File: src/rtl/csi_ph_ecc_engine.sv
// MIPI CSI-2 packet-header ECC engine (Hamming 24->6, modified SEC-DED), NUM_CH headers per beat.
// Error counters are built only when CSI_PH_ECC_CNT_EN is defined; otherwise they read as zero.
module csi_ph_ecc_engine #(
    parameter int NUM_CH      = 1,
    parameter int MODE        = 0,
    parameter int PIPE_STAGES = 1,
    parameter int CNT_W       = 16
) (
    input  logic                  clk,
    input  logic                  rst,
    input  logic                  s_valid,
    output logic                  s_ready,
    input  logic [32*NUM_CH-1:0]  s_data,
    output logic                  m_valid,
    input  logic                  m_ready,
    output logic [32*NUM_CH-1:0]  m_data,
    output logic [NUM_CH-1:0]     m_corr,
    output logic [NUM_CH-1:0]     m_uncorr,
    input  logic                  cnt_clr,
    output logic [CNT_W-1:0]      corr_cnt,
    output logic [CNT_W-1:0]      uncorr_cnt
);

    // Column codes, d23 in the top slice down to d0 in the bottom slice.
    localparam logic [143:0] COLS = {
        6'h3B, 6'h37, 6'h2F, 6'h1F,
        6'h38, 6'h34, 6'h32, 6'h31, 6'h2C, 6'h2A, 6'h29, 6'h26, 6'h25, 6'h23,
        6'h1C, 6'h1A, 6'h19, 6'h16, 6'h15, 6'h13, 6'h0E, 6'h0D, 6'h0B, 6'h07
    };

    function automatic logic [5:0] calc_parity(input logic [23:0] d);
        logic [5:0] h;
        h = 6'h00;
        for (int i = 0; i < 24; i++) begin
            h = h ^ ({6{d[i]}} & COLS[6*i +: 6]);
        end
        return h;
    endfunction

    // Generate mode carries the parity itself; check mode carries the syndrome.
    function automatic logic [5:0] calc_code(input logic [31:0] w);
        logic [5:0] code;
        if (MODE == 0) begin
            code = calc_parity(w[23:0]);
        end else begin
            code = calc_parity(w[23:0]) ^ w[29:24];
        end
        return code;
    endfunction

    // Returns {uncorr, corr, word}.
    function automatic logic [33:0] fix_word(input logic [31:0] w, input logic [5:0] code);
        logic [23:0] d;
        logic        hit;
        logic        hit_i;
        logic        corr;
        logic        unc;
        logic [31:0] o;
        d   = w[23:0];
        hit = 1'b0;
        for (int i = 0; i < 24; i++) begin
            hit_i = (code == COLS[6*i +: 6]);
            d[i]  = d[i] ^ hit_i;
            hit   = hit | hit_i;
        end
        if (MODE == 0) begin
            corr = 1'b0;
            unc  = 1'b0;
            o    = {2'b00, code, w[23:0]};
        end else if (code == 6'h00) begin
            corr = 1'b0;
            unc  = 1'b0;
            o    = w;
        end else if ((code & (code - 6'h01)) == 6'h00) begin
            corr = 1'b1;
            unc  = 1'b0;
            o    = {w[31:30], calc_parity(w[23:0]), w[23:0]};
        end else if (hit) begin
            corr = 1'b1;
            unc  = 1'b0;
            o    = {w[31:30], calc_parity(d), d};
        end else begin
            corr = 1'b0;
            unc  = 1'b1;
            o    = w;
        end
        return {unc, corr, o};
    endfunction

    logic [6*NUM_CH-1:0]  code_in;
    logic [32*NUM_CH-1:0] src_data;
    logic [6*NUM_CH-1:0]  src_code;
    logic                 src_valid;
    logic                 out_load;
    logic [32*NUM_CH-1:0] fixed_data;
    logic [NUM_CH-1:0]    fixed_corr;
    logic [NUM_CH-1:0]    fixed_unc;
    logic                 out_hs;

    assign out_load = !m_valid || m_ready;
    assign out_hs   = m_valid && m_ready;

    // Per-channel parity / syndrome of the incoming beat.
    always_comb begin
        code_in = '0;
        for (int c = 0; c < NUM_CH; c++) begin
            code_in[6*c +: 6] = calc_code(s_data[32*c +: 32]);
        end
    end

    generate
        if (PIPE_STAGES == 2) begin : g_pipe2
            logic                 s1_valid;
            logic                 s1_load;
            logic [32*NUM_CH-1:0] s1_data;
            logic [6*NUM_CH-1:0]  s1_code;

            assign s1_load = !s1_valid || out_load;
            assign s_ready = s1_load;

            // Stage 1: header word plus its syndrome.
            always_ff @(posedge clk or posedge rst) begin
                if (rst) begin
                    s1_valid <= 1'b0;
                    s1_data  <= '0;
                    s1_code  <= '0;
                end else if (s1_load) begin
                    s1_valid <= s_valid;
                    if (s_valid) begin
                        s1_data <= s_data;
                        s1_code <= code_in;
                    end
                end
            end

            assign src_valid = s1_valid;
            assign src_data  = s1_data;
            assign src_code  = s1_code;
        end else begin : g_pipe1
            assign s_ready   = out_load;
            assign src_valid = s_valid;
            assign src_data  = s_data;
            assign src_code  = code_in;
        end
    endgenerate

    // Correction and output ECC regeneration, per channel.
    always_comb begin
        fixed_data = '0;
        fixed_corr = '0;
        fixed_unc  = '0;
        for (int c = 0; c < NUM_CH; c++) begin
            {fixed_unc[c], fixed_corr[c], fixed_data[32*c +: 32]} =
                fix_word(src_data[32*c +: 32], src_code[6*c +: 6]);
        end
    end

    // Output register stage; holds while downstream stalls.
    always_ff @(posedge clk or posedge rst) begin
        if (rst) begin
            m_valid  <= 1'b0;
            m_data   <= '0;
            m_corr   <= '0;
            m_uncorr <= '0;
        end else if (out_load) begin
            m_valid <= src_valid;
            if (src_valid) begin
                m_data   <= fixed_data;
                m_corr   <= fixed_corr;
                m_uncorr <= fixed_unc;
            end
        end
    end

`ifdef CSI_PH_ECC_CNT_EN
    // Saturating beat counters; clear wins over a same-cycle increment.
    always_ff @(posedge clk or posedge rst) begin
        if (rst) begin
            corr_cnt   <= '0;
            uncorr_cnt <= '0;
        end else if (cnt_clr) begin
            corr_cnt   <= '0;
            uncorr_cnt <= '0;
        end else if (out_hs) begin
            if ((|m_corr) && !(&corr_cnt)) begin
                corr_cnt <= corr_cnt + {{(CNT_W-1){1'b0}}, 1'b1};
            end
            if ((|m_uncorr) && !(&uncorr_cnt)) begin
                uncorr_cnt <= uncorr_cnt + {{(CNT_W-1){1'b0}}, 1'b1};
            end
        end
    end
`else
    logic unused_cnt;
    assign unused_cnt = cnt_clr ^ out_hs;
    assign corr_cnt   = '0;
    assign uncorr_cnt = '0;
`endif

endmodule

File: config.mk
export PLATFORM = sky130hd
export DESIGN_NAME = csi_ph_ecc_engine
export DESIGN_NICKNAME = d
export VERILOG_FILES = /design/src/rtl/csi_ph_ecc_engine.sv
export SDC_FILE = /design/constraint.sdc
export NUM_CORES = 1
export LEC_CHECK = 0
export BUFFER_PORTS_ARGS = -buffer_cell sky130_fd_sc_hd__buf_4
export CORE_ASPECT_RATIO = 1.2
export CORE_MARGIN = 3
export CORE_UTILIZATION = 41
export CTS_BUF_LIST = sky130_fd_sc_hd__clkbuf_8 sky130_fd_sc_hd__clkbuf_16
export CTS_CLUSTER_DIAMETER = 50
export DETAILED_ROUTE_END_ITERATION = 10
export PLACE_DENSITY = 0.77
export SYNTH_ARGS = -nofsm -noshare
export SYNTH_HDL_FRONTEND = slang
export SYNTH_SLANG_ARGS = --single-unit
File: constraint.sdc
create_clock -name clk -period 1.5 [get_ports clk]
set_input_delay 0.075 -clock clk [delete_from_list [all_inputs] [get_ports clk]]
set_output_delay 0.075 -clock clk [all_outputs]
set_load 0.05 [all_outputs]
======== Yosys cells after proc, flatten, opt, wreduce, memory -nomap -nowiden ========
Cells that the tools add are included.
word-level totals
  flip-flop bits (word level) ............. 31
  input port bits ......................... 37
  output and inout port bits .............. 68
  word-level logic and storage cells ...... 28
cells by class
  bitwise operators ....................... 23
  reduce and logical (&&, ||, !) cells .... 3
operators with widths
  kind                                  count
  6-bit XOR                             13
  6-bit by 5-bit XOR with 6-bit output  7
  6-bit by 4-bit XOR with 6-bit output  1
  3-bit by 4-bit XOR with 4-bit output  1
  4-bit XOR                             1
  2-bit AND reduction                   1
  1-bit zero test                       1
  1-bit logical OR                      1

======== Depth between registers and ports, before layout ========
  depth after elaboration ................. 23
  gate-level depth with buffers ........... 6
  depth with buffers taken out ............ 4

======== Worst setup path after synthesis ========
No wires, ideal clock.
  path type ............................... register to register
  start ................................... reg m_valid
  end ..................................... reg m_data[0]
  library setup time ...................... 125 ps
  arrival ................................. 2132 ps
  data required time ...................... 1375 ps
  path slack .............................. -757 ps
  cell stages (with the launch flop) ...... 6
  buffers on the path ..................... 2
  clock period less this slack ............ 2257 ps
  cells stage by stage .................... dfrtp_1 > nand2b_1 > nand2_1 > buf_2 > buf_1 > mux2_2
between the ends
  cells in the longest elaborated chain, start to end .. 3
ends and longest elaborated chain
  element                               RTL line  source
  start: declaration                    14        output logic m_valid,
  start signal: assignment              166       m_valid <= src_valid;
  1-bit zero test                       100       assign out_load = !m_valid || m_ready;
  1-bit logical OR                      100
  named net s_ready                     12        output logic s_ready,
  2-bit AND reduction (no source line)  n/a
  end signal: assignment                168       m_data <= fixed_data;
  end: declaration                      16        output logic [32*NUM_CH-1:0] m_data,
The timed path passes the listed nets, and every way through them passes these cells.
A chain may end at the register's enable or synchronous reset.

======== Final worst setup path ========
  start ................................... in s_data[11]
  end ..................................... reg m_data[29]
between the ends
  cells in the longest elaborated chain, start to end .. 13
ends and longest elaborated chain
  element                               RTL line  source
  start: declaration                    13        input logic [32*NUM_CH-1:0] s_data,
  6-bit XOR (9 in a row)                n/a
  6-bit by 5-bit XOR with 6-bit output  n/a
  6-bit XOR (3 in a row)                n/a
No other way between the ends.

==> impl_metrics.json <==
{
  "pre_cts_ws_ps": -147,
  "cp_data_arrival_time_ps": 1520,
  "track_usage_pct": 13.9,
  "synth.largest_area_cell": "dfrtp_1",
  "grt_pass1_wl_um": 6120,
  "first_global_vias": 1289,
  "rsz0062_at_grt": "no",
  "num-fill-cells": 388,
  "setup_slack_ps": 155,
  "synthAdderAreaFrac_pct": 0,
  "busiest_layer": "met2",
  "dr_total_vias": 1205,
  "ir_drop_v": 0.00109,
  "place.gp.congestion": 0.705,
  "synth_top_family_by_area": "XOR/XNOR gates",
  "period_share_pct": 89.7,
  "grt_max_degree": 32,
  "critPathBufInv": 1,
  "grt_util_met2_pct": 25.5,
  "synth_compound_area_share_pct": 0.512,
  "final-hold-violation-count": 0,
  "core_mm2": 0.00442,
  "switching_share_pct": 40.8,
  "critPathCaptureType": "register",
  "drtPass1Iterations": 3,
  "setup_viol": 0,
  "p_per_area_mw_per_mm2": 1500,
  "power_frac_comb_pct": 49.7,
  "dieWidth_um": 69.0,
  "fin_skew_ps": 3.17,
  "layout_common_cells": "78 x buf_4, 36 x conb_1, 30 x dfrtp_1",
  "clockRootBuffer": "clkbuf_8",
  "grt_use_met1_pct": 15.1,
  "p_seq_share_pct": 28.3,
  "start_util_pct": 44.2,
  "rr_worst_depth": 4,
  "path_depth": 5,
  "hold_ws_ps": 38.4,
  "drtIter0Drc": 45,
  "slew_viol_final": 0,
  "fp.dieH_um": 81.7,
  "yosysSeqAreaShare_pct": 39.7,
  "fmax_ghz": 0.743,
  "mappedNetlistArea_mm2": 0.00196,
  "hpwl_um": 3010,
  "synth-xor-area-share_pct": 27.4,
  "yosysUniqueCellTypes": 15,
  "cp_max_fo": 2,
  "diodes": 0,
  "area_growth_syn_to_layout_pct": 33.4,
  "status": "complete, no violations",
  "overflow": 0,
  "period_needed_ps": 1350,
  "antenna_found_initial": 0,
  "cts_resized": 0,
  "rows": 26,
  "totalWireLength_um": 3760,
  "htreeDepth": 2,
  "cp.required_ps": 1670,
  "multiInputGateArea_mm2": 0.00103,
  "crit_path_frequent_cell": "xnor3_1",
  "crit_chain": "buf_4, xnor2_1, xnor3_1, xnor3_1, mux2_2",
  "p_switching_mw": 1.60,
  "use_met3_pct": 3.92,
  "clk_latency_ps": 280,
  "cp_top_family": "XOR/XNOR gates",
  "p_clk_share_pct": 22.0,
  "cts_tree": "done",
  "nets": 267,
  "ys_seq_elements": 31,
  "post_cts_buffers": 0,
  "hold_depth": 2,
  "clockBufferDepth": 2,
  "layout-drive-gt1-share_pct": 50.6,
  "max_stage_delay_ps": 460,
  "synth_area_per_cell_um2": 13.3,
  "portBuffers": 59,
  "drc": 0,
  "yosys-mux-area-fraction_pct": 16.1,
  "crit_type": "primary input to register",
  "clk_pin_slew_ps": 70,
  "synth_top_area_share_pct": 39.7,
  "synth_simple_gate_area_share_pct": 1.22,
  "drv_cap": 0,
  "yosys_warnings": 0,
  "vias_per_cell": 4.20,
  "cts_sinks": 31,
  "io_pins": 105,
  "min_path_type": "primary input to register",
  "wl_per_cell_um": 13.1,
  "cpMaxStageDelayCell": "xnor3_1",
  "p_leak_nw": 1.35,
  "seq_area_um2": 777,
  "p_int_mw": 2.32,
  "drtAntennaViolNets": 0,
  "synthCells": 147,
  "final_common_cell": "buf_4",
  "power_mw": 3.92,
  "yosys-top-cells-area": "dfrtp_1 40%, mux2_2 16%, buf_4 14%",
  "start_kind": "primary input",
  "finalSetupTns_ps": 0,
  "die_area_mm2": 0.00564,
  "cts_buffers": 5
}
==> cell families after synthesis <==
group / Yosys count
AND/OR/NAND/NOR: 5
multiplexers: 28
AO/OA/AOI/OAI: 2
other: 1
buffers and inverters: 41
flip-flops: 31
XOR/XNOR: 39
==> layout make-up <==
class | count | area share (%)
Clock buffer | 6 | 3.17
Clock inverter | 2 | 1.34
Inverter | 2 | 0.288
Multi-Input combinational cell | 110 | 39.5
Sequential cell | 31 | 29.8
Tap cell | 56 | 2.69
Timing Repair Buffer | 80 | 23.2
==> synth_stat cells, drive strengths merged <==
master / n
buf: 38
clkbuf: 1
conb: 1
dfrtp: 31
inv: 2
mux2: 28
nand2: 3
nand2b: 2
o21ai: 2
xnor2: 18
xnor3: 12
xor2: 7
xor3: 2
==> power groups by stage <==
stage,logic (mW),clock network [mW],registers (mW)
global route,2.05,0.918,1.14
finish,1.95,0.862,1.11
detailed placement,1.96,0,1.13
floorplan,0.858,0,1.76
CTS,1.97,0.887,1.11
global placement,1.95,0,1.12
==> metrics by stage <==
| stage | util, % | instances | cell area (um2) |
|---|---|---|---|
| after floorplan | - | 182 | 2110 |
| after global placement | 55.9 | 277 | 2470 |
| after detailed placement | 55.9 | 277 | 2470 |
| after CTS | 59.0 | 287 | 2610 |
| after global routing | 59.0 | 287 | 2610 |
| final | 59.0 | 287 | 2610 |
==> routing by layer <==
layer  wire (um)  up-vias
li1            -      580
met1        1370      569
met2        2040       51
met3         296        5
met4          58        0
met5           0        -
==> final timing paths <==
kind                              end       start  slack [ps]
max                        m_data[29]  s_data[11]         150
min                        m_data[10]  s_data[10]          40
max reg2reg                 m_data[0]     m_valid         240
min reg2reg                m_data[27]  m_data[27]         490
max in group asynchronous     m_valid         rst         760
min in group asynchronous  m_data[16]         rst         430
==> sequential cells by signal, summed over array words and instances, names as in the netlist <==
| name | flops |
|---|---|
| m_valid | 1 |
| m_data | 30 |
==> worst register-to-register path, delay by kind of cell, from the launching register on <==
family | cells | cell delay, ps
flops | 1 | 380
buf+inv | 1 | 250
mux | 1 | 370
simple gates | 2 | 140
==> repair_timing <==
action,4_1_cts,5_1_grt
endpoints found under the setup margin,0,0
hold endpoints to repair,32,0
hold buffers,2,0
Note: power is estimated with default switching activity, not from simulation.
